`config.mk`:
```
export PLATFORM = sky130hd
export DESIGN_NAME = uart_tx_cfg_flat
export DESIGN_NICKNAME = d
export VERILOG_FILES = /design/src/rtl/uart_tx_cfg_if.sv /design/src/rtl/uart_tx_cfg.sv /design/src/flat_wrapper.sv
export SDC_FILE = /design/constraint.sdc
export NUM_CORES = 1
export LEC_CHECK = 0
export CORE_MARGIN = 5
export CORE_UTILIZATION = 60
export DETAILED_ROUTE_END_ITERATION = 8
export PLACE_DENSITY = 0.78
export SLEW_MARGIN = 30
export SYNTH_ARGS = -nofsm -noshare
export SYNTH_HDL_FRONTEND = slang
export SYNTH_SLANG_ARGS = --single-unit
```
`constraint.sdc`:
```
create_clock -name clk_i -period 4.5 [get_ports clk_i]
set_clock_uncertainty 0.15 [all_clocks]
set_input_delay 0.675 -clock clk_i [delete_from_list [all_inputs] [get_ports clk_i]]
set_output_delay 0.675 -clock clk_i [all_outputs]
set_load 0.01 [all_outputs]
```
`src/rtl/uart_tx_cfg_if.sv`:
```
// Bus bundle for the configurable UART transmitter: line configuration,
// queue write port, flow control and status/serial outputs.
interface uart_tx_cfg_if #(
    parameter int FIFO_DEPTH = 32,
    parameter int BAUD_W     = 16
);
    localparam int CNT_W = $clog2(FIFO_DEPTH) + 1;

    logic [BAUD_W-1:0] baud_div_i;
    logic [1:0]        data_bits_i;
    logic [1:0]        parity_i;
    logic              stop2_i;
    logic              we_i;
    logic [7:0]        data_i;
    logic              stall_i;
    logic              full_o;
    logic              empty_o;
    logic [CNT_W-1:0]  count_o;
    logic              busy_o;
    logic              overflow_o;
    logic              tx_o;

    // Host side: drives configuration and writes, observes status and line.
    modport master (
        output baud_div_i, data_bits_i, parity_i, stop2_i, we_i, data_i, stall_i,
        input  full_o, empty_o, count_o, busy_o, overflow_o, tx_o
    );

    // Transmitter side.
    modport slave (
        input  baud_div_i, data_bits_i, parity_i, stop2_i, we_i, data_i, stall_i,
        output full_o, empty_o, count_o, busy_o, overflow_o, tx_o
    );
endinterface

```
`src/rtl/uart_tx_cfg.sv`:
```
// Configurable UART transmitter: byte queue feeding a frame FSM that emits
// start, 5..8 data bits (LSB first), optional even/odd parity and 1 or 2
// stop bits, one bit per baud tick. FIFO_DEPTH must be a power of two >= 2.
module uart_tx_cfg #(
    parameter int FIFO_DEPTH = 32,
    parameter int BAUD_W     = 16
) (
    input  logic         clk_i,
    input  logic         rst_i,
    uart_tx_cfg_if.slave bus
);
    localparam int AW = $clog2(FIFO_DEPTH);
    localparam int CW = AW + 1;

    typedef enum logic [2:0] {
        S_IDLE,
        S_START,
        S_DATA,
        S_PARITY,
        S_STOP1,
        S_STOP2
    } state_t;

    // Baud timing
    logic [BAUD_W-1:0] r_baud_cnt;
    logic              w_tick;

    // Queue
    logic [7:0]        r_mem [FIFO_DEPTH];
    logic [AW-1:0]     r_wptr;
    logic [AW-1:0]     r_rptr;
    logic [CW-1:0]     r_count;
    logic              r_full;
    logic              r_empty;
    logic              r_overflow;
    logic              w_push;
    logic              w_pop;
    logic [CW-1:0]     w_count_nxt;

    // Frame
    state_t            r_state;
    logic [7:0]        r_shift;
    logic [2:0]        r_bit_idx;
    logic [2:0]        r_last_idx;
    logic              r_par_en;
    logic              r_par_bit;
    logic              r_stop2;
    logic              r_tx;

    // Keep only the configured number of data bits (5 + bits code).
    function automatic logic [7:0] mask_data(input logic [7:0] d, input logic [1:0] bits);
        logic [7:0] m;
        m = 8'hFF >> (2'd3 - bits);
        return d & m;
    endfunction

    // Even parity is the XOR of the data bits; odd parity inverts it.
    function automatic logic parity_bit(input logic [7:0] d, input logic odd);
        return (^d) ^ odd;
    endfunction

    assign w_tick      = (r_baud_cnt == bus.baud_div_i);
    assign w_push      = bus.we_i && !r_full;
    assign w_pop       = w_tick && (r_state == S_IDLE) && !r_empty && !bus.stall_i;
    assign w_count_nxt = r_count + CW'(w_push) - CW'(w_pop);

    // Free-running bit-period counter; tick marks the last cycle of each period.
    always_ff @(posedge clk_i) begin
        if (rst_i) begin
            r_baud_cnt <= '0;
        end else if (w_tick) begin
            r_baud_cnt <= '0;
        end else begin
            r_baud_cnt <= r_baud_cnt + 1'b1;
        end
    end

    // Queue storage; contents are don't-care until written.
    always_ff @(posedge clk_i) begin
        if (w_push) begin
            r_mem[r_wptr] <= bus.data_i;
        end
    end

    // Queue pointers and registered status; a write while full is dropped even if a pop frees a slot.
    always_ff @(posedge clk_i) begin
        if (rst_i) begin
            r_wptr     <= '0;
            r_rptr     <= '0;
            r_count    <= '0;
            r_full     <= 1'b0;
            r_empty    <= 1'b1;
            r_overflow <= 1'b0;
        end else begin
            if (w_push) begin
                r_wptr <= r_wptr + 1'b1;
            end
            if (w_pop) begin
                r_rptr <= r_rptr + 1'b1;
            end
            r_count    <= w_count_nxt;
            r_full     <= (w_count_nxt == CW'(FIFO_DEPTH));
            r_empty    <= (w_count_nxt == '0);
            r_overflow <= bus.we_i && r_full;
        end
    end

    // Frame sequencer; every transition and line change happens on a baud tick.
    always_ff @(posedge clk_i) begin
        if (rst_i) begin
            r_state   <= S_IDLE;
            r_tx      <= 1'b1;
            r_bit_idx <= '0;
        end else if (w_tick) begin
            case (r_state)
                S_IDLE: begin
                    if (w_pop) begin
                        r_state    <= S_START;
                        r_tx       <= 1'b0;
                        r_shift    <= mask_data(r_mem[r_rptr], bus.data_bits_i);
                        r_last_idx <= {1'b1, bus.data_bits_i};
                        r_par_en   <= ^bus.parity_i;
                        r_par_bit  <= parity_bit(mask_data(r_mem[r_rptr], bus.data_bits_i),
                                                 bus.parity_i[1]);
                        r_stop2    <= bus.stop2_i;
                    end
                end
                S_START: begin
                    r_state   <= S_DATA;
                    r_tx      <= r_shift[0];
                    r_shift   <= {1'b0, r_shift[7:1]};
                    r_bit_idx <= '0;
                end
                S_DATA: begin
                    if (r_bit_idx == r_last_idx) begin
                        if (r_par_en) begin
                            r_state <= S_PARITY;
                            r_tx    <= r_par_bit;
                        end else begin
                            r_state <= S_STOP1;
                            r_tx    <= 1'b1;
                        end
                    end else begin
                        r_bit_idx <= r_bit_idx + 1'b1;
                        r_tx      <= r_shift[0];
                        r_shift   <= {1'b0, r_shift[7:1]};
                    end
                end
                S_PARITY: begin
                    r_state <= S_STOP1;
                    r_tx    <= 1'b1;
                end
                S_STOP1: begin
                    r_state <= r_stop2 ? S_STOP2 : S_IDLE;
                    r_tx    <= 1'b1;
                end
                S_STOP2: begin
                    r_state <= S_IDLE;
                    r_tx    <= 1'b1;
                end
                default: begin
                    r_state <= S_IDLE;
                    r_tx    <= 1'b1;
                end
            endcase
        end
    end

    assign bus.full_o     = r_full;
    assign bus.empty_o    = r_empty;
    assign bus.count_o    = r_count;
    assign bus.busy_o     = (r_state != S_IDLE);
    assign bus.overflow_o = r_overflow;
    assign bus.tx_o       = r_tx;
endmodule

```
`src/flat_wrapper.sv`:
```
// flat-port wrapper written by rule: the top's interface ports become plain ports
module uart_tx_cfg_flat 
#(
    parameter int FIFO_DEPTH = 32,
    parameter int BAUD_W     = 16
)
  (clk_i, rst_i, bus_baud_div_i, bus_data_bits_i, bus_parity_i, bus_stop2_i, bus_we_i, bus_data_i, bus_stall_i, bus_full_o, bus_empty_o, bus_count_o, bus_busy_o, bus_overflow_o, bus_tx_o);
  uart_tx_cfg_if #(.FIFO_DEPTH(FIFO_DEPTH), .BAUD_W(BAUD_W)) bus_i ();
  input  logic clk_i;
  input  logic rst_i;
  input wire logic [$bits(bus_i.baud_div_i)-1:0] bus_baud_div_i;
  input wire logic [$bits(bus_i.data_bits_i)-1:0] bus_data_bits_i;
  input wire logic [$bits(bus_i.parity_i)-1:0] bus_parity_i;
  input wire logic [$bits(bus_i.stop2_i)-1:0] bus_stop2_i;
  input wire logic [$bits(bus_i.we_i)-1:0] bus_we_i;
  input wire logic [$bits(bus_i.data_i)-1:0] bus_data_i;
  input wire logic [$bits(bus_i.stall_i)-1:0] bus_stall_i;
  output wire logic [$bits(bus_i.full_o)-1:0] bus_full_o;
  output wire logic [$bits(bus_i.empty_o)-1:0] bus_empty_o;
  output wire logic [$bits(bus_i.count_o)-1:0] bus_count_o;
  output wire logic [$bits(bus_i.busy_o)-1:0] bus_busy_o;
  output wire logic [$bits(bus_i.overflow_o)-1:0] bus_overflow_o;
  output wire logic [$bits(bus_i.tx_o)-1:0] bus_tx_o;
  assign bus_i.baud_div_i = bus_baud_div_i;
  assign bus_i.data_bits_i = bus_data_bits_i;
  assign bus_i.parity_i = bus_parity_i;
  assign bus_i.stop2_i = bus_stop2_i;
  assign bus_i.we_i = bus_we_i;
  assign bus_i.data_i = bus_data_i;
  assign bus_i.stall_i = bus_stall_i;
  assign bus_full_o = bus_i.full_o;
  assign bus_empty_o = bus_i.empty_o;
  assign bus_count_o = bus_i.count_o;
  assign bus_busy_o = bus_i.busy_o;
  assign bus_overflow_o = bus_i.overflow_o;
  assign bus_tx_o = bus_i.tx_o;
  uart_tx_cfg #(.FIFO_DEPTH(FIFO_DEPTH), .BAUD_W(BAUD_W)) u_core (.clk_i(clk_i), .rst_i(rst_i), .bus(bus_i));
endmodule
```
==> tab_implementation.tex <==
\begin{tabular}{lr}
\hline
Metric & Value \\
\hline
\multicolumn{2}{l}{\textbf{Placement}} \\
Inst Count DP & 1045 \\
DP Wirelength & 16700 um \\
Placer Congestion & 0.862 \\
I/O Buffers & 43 \\
\multicolumn{2}{l}{\textbf{Finish}} \\
Synth-to-Final Area Change & 12.3\% \\
Antenna diode count & 0 \\
Reg area & 9020 um\^{}2 \\
Ratio of cells with drive above 1 in the final layout & 16.0\% \\
Area used by multi-input combinational logic & 3710 um\^{}2 \\
Fillers & 1308 \\
Number of non-filler instances in the completed layout & 1101 \\
Post-layout net count & 849 \\
Final design utilization & 69.0\% \\
\multicolumn{2}{l}{\textbf{Synth}} \\
Main combinational cell family by area after synthesis & multiplexers \\
Synthesis Warnings & 0 \\
Simple-Gate Fraction of Synth Area & 6.32\% \\
Post-synthesis mux area share & 14.6\% \\
Arithmetic-cell share of the synthesized area counting full adders, half adders and majority gates & 1.41\% \\
XOR/XNOR share of the synthesized area & 3.56\% \\
Cell Area, Synth & 13000 um\^{}2 \\
Number of synthesized flops with an enable pin & 269 \\
Mean area per synthesized cell & 17.4 um\^{}2 \\
Nets in the synthesized netlist & 794 \\
Async set or reset register ratio after synthesis & 0\% \\
Sequential fraction of the synthesis area & 69.4\% \\
Post-synthesis cell count & 747 \\
Count of unique library cells instantiated by Yosys & 56 \\
Number of flip-flops and latches in the synthesized netlist & 316 \\
Ys flop type & edfxtp\_1 \\
Post-synthesis compound-gate area fraction & 2.57\% \\
\multicolumn{2}{l}{\textbf{STA}} \\
Crit share post-route & 80.9\% \\
Setup repair after global routing missed its margin & no \\
Worst slew pin tran & 0.929 ns \\
Final setup vio count & 0 \\
Fmax & 275 MHz \\
Final critical delay including setup and external delays & 3.64 ns \\
Summed negative setup slack over all endpoints & 0 ns \\
Final number of hold-violating endpoints & 0 \\
Max-slew violation count & 0 \\
Rel. slew slack & 37.9\% \\
\multicolumn{2}{l}{\textbf{Critical path}} \\
Required time of the critical path & 4.63 ns \\
Critical Setup Path Class & reg2reg \\
End of the worst register-to-register path & u\_core.r\_par\_bit\$\_DFFE\_PP\_ \\
Worst-path fanout max & 21 \\
Startpoint types & flop \\
Number of cells on the worst reg-to-reg path & 7 \\
Sequence of cells on the critical path & buf\_12 > mux4\_1 > mux4\_2 > mux2\_2 > xnor3\_1 > xor3\_1 > xnor3\_1 \\
Arrival time reported for the critical path endpoint & 3.77 ns \\
Cell with the largest stage delay on the worst path & mux4\_1 \\
Setup crit end kind & flop \\
Most prevalent standard cell on the critical path & xnor3\_1 \\
Worst setup slack for register-to-register paths & 0.86 ns \\
Slowest Stage Delay on Critical Path & 0.64 ns \\
Termination of the worst setup path & u\_core.r\_par\_bit\$\_DFFE\_PP\_ \\
\multicolumn{2}{l}{\textbf{Run status}} \\
Run status & finished clean \\
\multicolumn{2}{l}{\textbf{Clock network}} \\
H-tree depth & 1 \\
Cts bufs inserted & 30 \\
Number of buffers added for setup after CTS & 0 \\
Sink Count & 316 \\
Clock slew seen by the registers of the worst setup and hold paths & 0.06 ns \\
Number of instances resized during post-cts repair & 0 \\
Hold-fix buffers at CTS & 0 \\
Root Buffer Master & clkbuf\_16 \\
Clock insertion delay at the later pin of the skew report & 0.54 ns \\
Max clock buf depth & 3 \\
Clock tree from TritonCTS & built \\
\multicolumn{2}{l}{\textbf{Floorplan}} \\
Core area & 21200 um\^{}2 \\
Horiz. Die Dim & 157 um \\
Floorplan row count & 53 \\
Number of I/O pins & 44 \\
Height of the die & 157 um \\
Die area & 24700 um\^{}2 \\
Initial core utilization & 61.4\% \\
\multicolumn{2}{l}{\textbf{Global routing}} \\
Combined global-route utilization of all metal layers & 21.2\% \\
Overflow after GRT & 0 \\
Antenna violations before repair & 0 \\
Pin count of the biggest net entering global routing & 37 \\
First-pass GRT wire length & 40000 um \\
Via count of the first global-routing pass & 6917 \\
\multicolumn{2}{l}{\textbf{Power}} \\
IR Drop Worst-Case VDD & 323 uV \\
Static leakage & 4.80 nW \\
Power density over the cells & 423 nW/um\^{}2 \\
\multicolumn{2}{l}{\textbf{Flow run}} \\
Number of max-capacitance violations reported & 0 \\
\multicolumn{2}{l}{\textbf{Route}} \\
Number of detailed-route iterations in the first pass & 5 \\
M1 wire length & 10800 um \\
Post-route antenna net violation count & 0 \\
DRT Wirelength & 25800 um \\
Iter 0 DRT Violations & 648 \\
Metal3 WL & 1740 um \\
Ratio of routed vias to standard cells & 6.23 \\
Met2 Routed Length & 12800 um \\
Topmost layer with routed signal wires & met4 \\
Count of vias placed by the detailed router & 6859 \\
Remaining DRCs & 0 \\
Average wire per standard cell & 23.4 um \\
\multicolumn{2}{l}{\textbf{Hold path}} \\
Class of the worst hold path & reg2reg \\
\hline
\end{tabular}
==> critical path: cells and delay by family (launching register included) <==
family / cells / cell delay [ns]
buffers and inverters: 1 / 0.26
flip-flops: 1 / 0.61
XOR/XNOR: 3 / 0.83
multiplexers: 3 / 1.50
==> state kept, by name, summed over array words and instances (netlist names), 3 cells and up, named ones only <==
| register | cells |
|---|---|
| u_core.r_rptr | 5 |
| u_core.bus.count_o | 6 |
| u_core.r_baud_cnt | 16 |
| u_core.r_wptr | 5 |
| u_core.r_state | 3 |
| u_core.r_mem | 256 |
| u_core.r_shift | 8 |
| u_core.r_bit_idx | 3 |
==> where the power goes <==
group / internal (mW) / total [mW] / switching (mW)
logic: 0.229 / 0.518 / 0.289
registers: 3.25 / 3.28 / 0.0352
clock network: 1.37 / 2.38 / 1.01
total: 4.85 / 6.18 / 1.33
==> stage by stage <==
step	worst slack (ns)	total power, mW	hold WS, ns	instance area (um^2)
after floorplan	0.924	3.65	0.301	13000
after global placement	0.675	3.82	0.298	13700
after detailed placement	0.446	3.86	0.300	13700
after CTS	0.852	6.22	0.310	14600
after global routing	0.761	6.40	0.332	14600
final	0.861	6.18	0.303	14600
==> synth_stat cells (all sizes together), types with 2 or more instances <==
| library cell | n | area share, % |
|---|---|---|
| a211oi | 2 | 0.12 |
| xor2 | 28 | 1.9 |
| a21oi | 17 | 0.65 |
| a21o | 2 | 0.12 |
| xnor2 | 17 | 1.1 |
| buf | 20 | 1.3 |
| o21bai | 5 | 0.29 |
| nor2 | 77 | 2.2 |
| mux2i | 9 | 0.72 |
| nand3 | 9 | 0.35 |
| xnor3 | 2 | 0.35 |
| mux2 | 9 | 0.78 |
| nand2 | 34 | 0.98 |
| a31oi | 2 | 0.096 |
| nand4 | 5 | 0.24 |
| or3 | 8 | 0.39 |
| o21ai | 11 | 0.42 |
| o41ai | 2 | 0.13 |
| inv | 16 | 0.46 |
| ha | 13 | 1.3 |
| dfxtp | 47 | 7.2 |
| nand3b | 2 | 0.12 |
| a221oi | 2 | 0.13 |
| or3b | 2 | 0.13 |
| and3 | 6 | 0.29 |
| nor3 | 4 | 0.15 |
| nor4 | 7 | 0.34 |
| clkbuf | 14 | 0.40 |
| nor2b | 9 | 0.43 |
| nand2b | 5 | 0.24 |
| and2 | 3 | 0.14 |
| edfxtp | 269 | 62 |
| nor3b | 2 | 0.12 |
| mux4 | 72 | 13 |
==> cells by family (layout without fill, tap and decap cells) <==
family | Yosys count | after routing
AOI/OAI and AO/OA | 52 | 52
and+or+nand+nor | 176 | 176
adders and majority gates | 14 | 14
buffers and inverters | 51 | 130
xor gates and xnor gates | 48 | 48
muxes | 90 | 90
DFF | 316 | 316
==> cells in the final DEF, fill, tap and decap left out, types with 3 or more instances in the layout <==
cell / Yosys / layout
a21oi_1: 17 / 17
and2_1: 3 / 3
and3_1: 6 / 6
buf_2: 5 / 8
buf_4: 6 / 12
clkbuf_1: 14 / 6
clkbuf_16: 0 / 31
clkbuf_8: 0 / 4
clkdlybuf4s50_1: 0 / 35
clkinv_1: 1 / 8
clkinv_2: 0 / 6
dfxtp_1: 47 / 45
edfxtp_1: 269 / 269
ha_1: 13 / 13
inv_1: 16 / 16
mux2_2: 9 / 9
mux2i_1: 8 / 8
mux4_1: 22 / 22
mux4_2: 50 / 50
nand2_1: 34 / 34
nand2b_1: 5 / 5
nand3_1: 9 / 9
nand4_1: 5 / 5
nor2_1: 77 / 77
nor2b_1: 9 / 9
nor3_1: 4 / 4
nor4_1: 7 / 7
o21ai_0: 11 / 11
o21bai_1: 5 / 5
or3_1: 8 / 8
xnor2_1: 17 / 17
xor2_1: 28 / 28
==> routing by layer <==
metal / vias to the layer above / global-route usage [%]
met5: - / 0
met4: 0 / 4.83
met3: 48 / 3.11
met2: 298 / 35.4
met1: 3476 / 30.3
li1: 3037 / -
==> worst min-delay path by stage <==
stage	start	endpoint	cells after the start
after floorplan	u_core.r_baud_cnt[0]$_SDFF_PP0_	u_core.r_baud_cnt[0]$_SDFF_PP0_	1
after global placement	u_core.bus.full_o$_SDFF_PP0_	u_core.bus.overflow_o$_SDFF_PP0_	2
after detailed placement	u_core.bus.full_o$_SDFF_PP0_	u_core.bus.overflow_o$_SDFF_PP0_	2
after CTS	u_core.bus.full_o$_SDFF_PP0_	u_core.bus.overflow_o$_SDFF_PP0_	2
after global routing	u_core.bus.full_o$_SDFF_PP0_	u_core.bus.overflow_o$_SDFF_PP0_	2
final	u_core.bus.full_o$_SDFF_PP0_	u_core.bus.overflow_o$_SDFF_PP0_	2
==> cell type report <==
type	count	area share, %
clock buffers	41	5.84
well taps	275	2.36
clock inverters	15	0.625
repair buffers	57	3.56
multi-input cells	380	25.4
flip-flops and latches	316	61.8
inverters	17	0.437
Power figures use the tool's default switching activity.
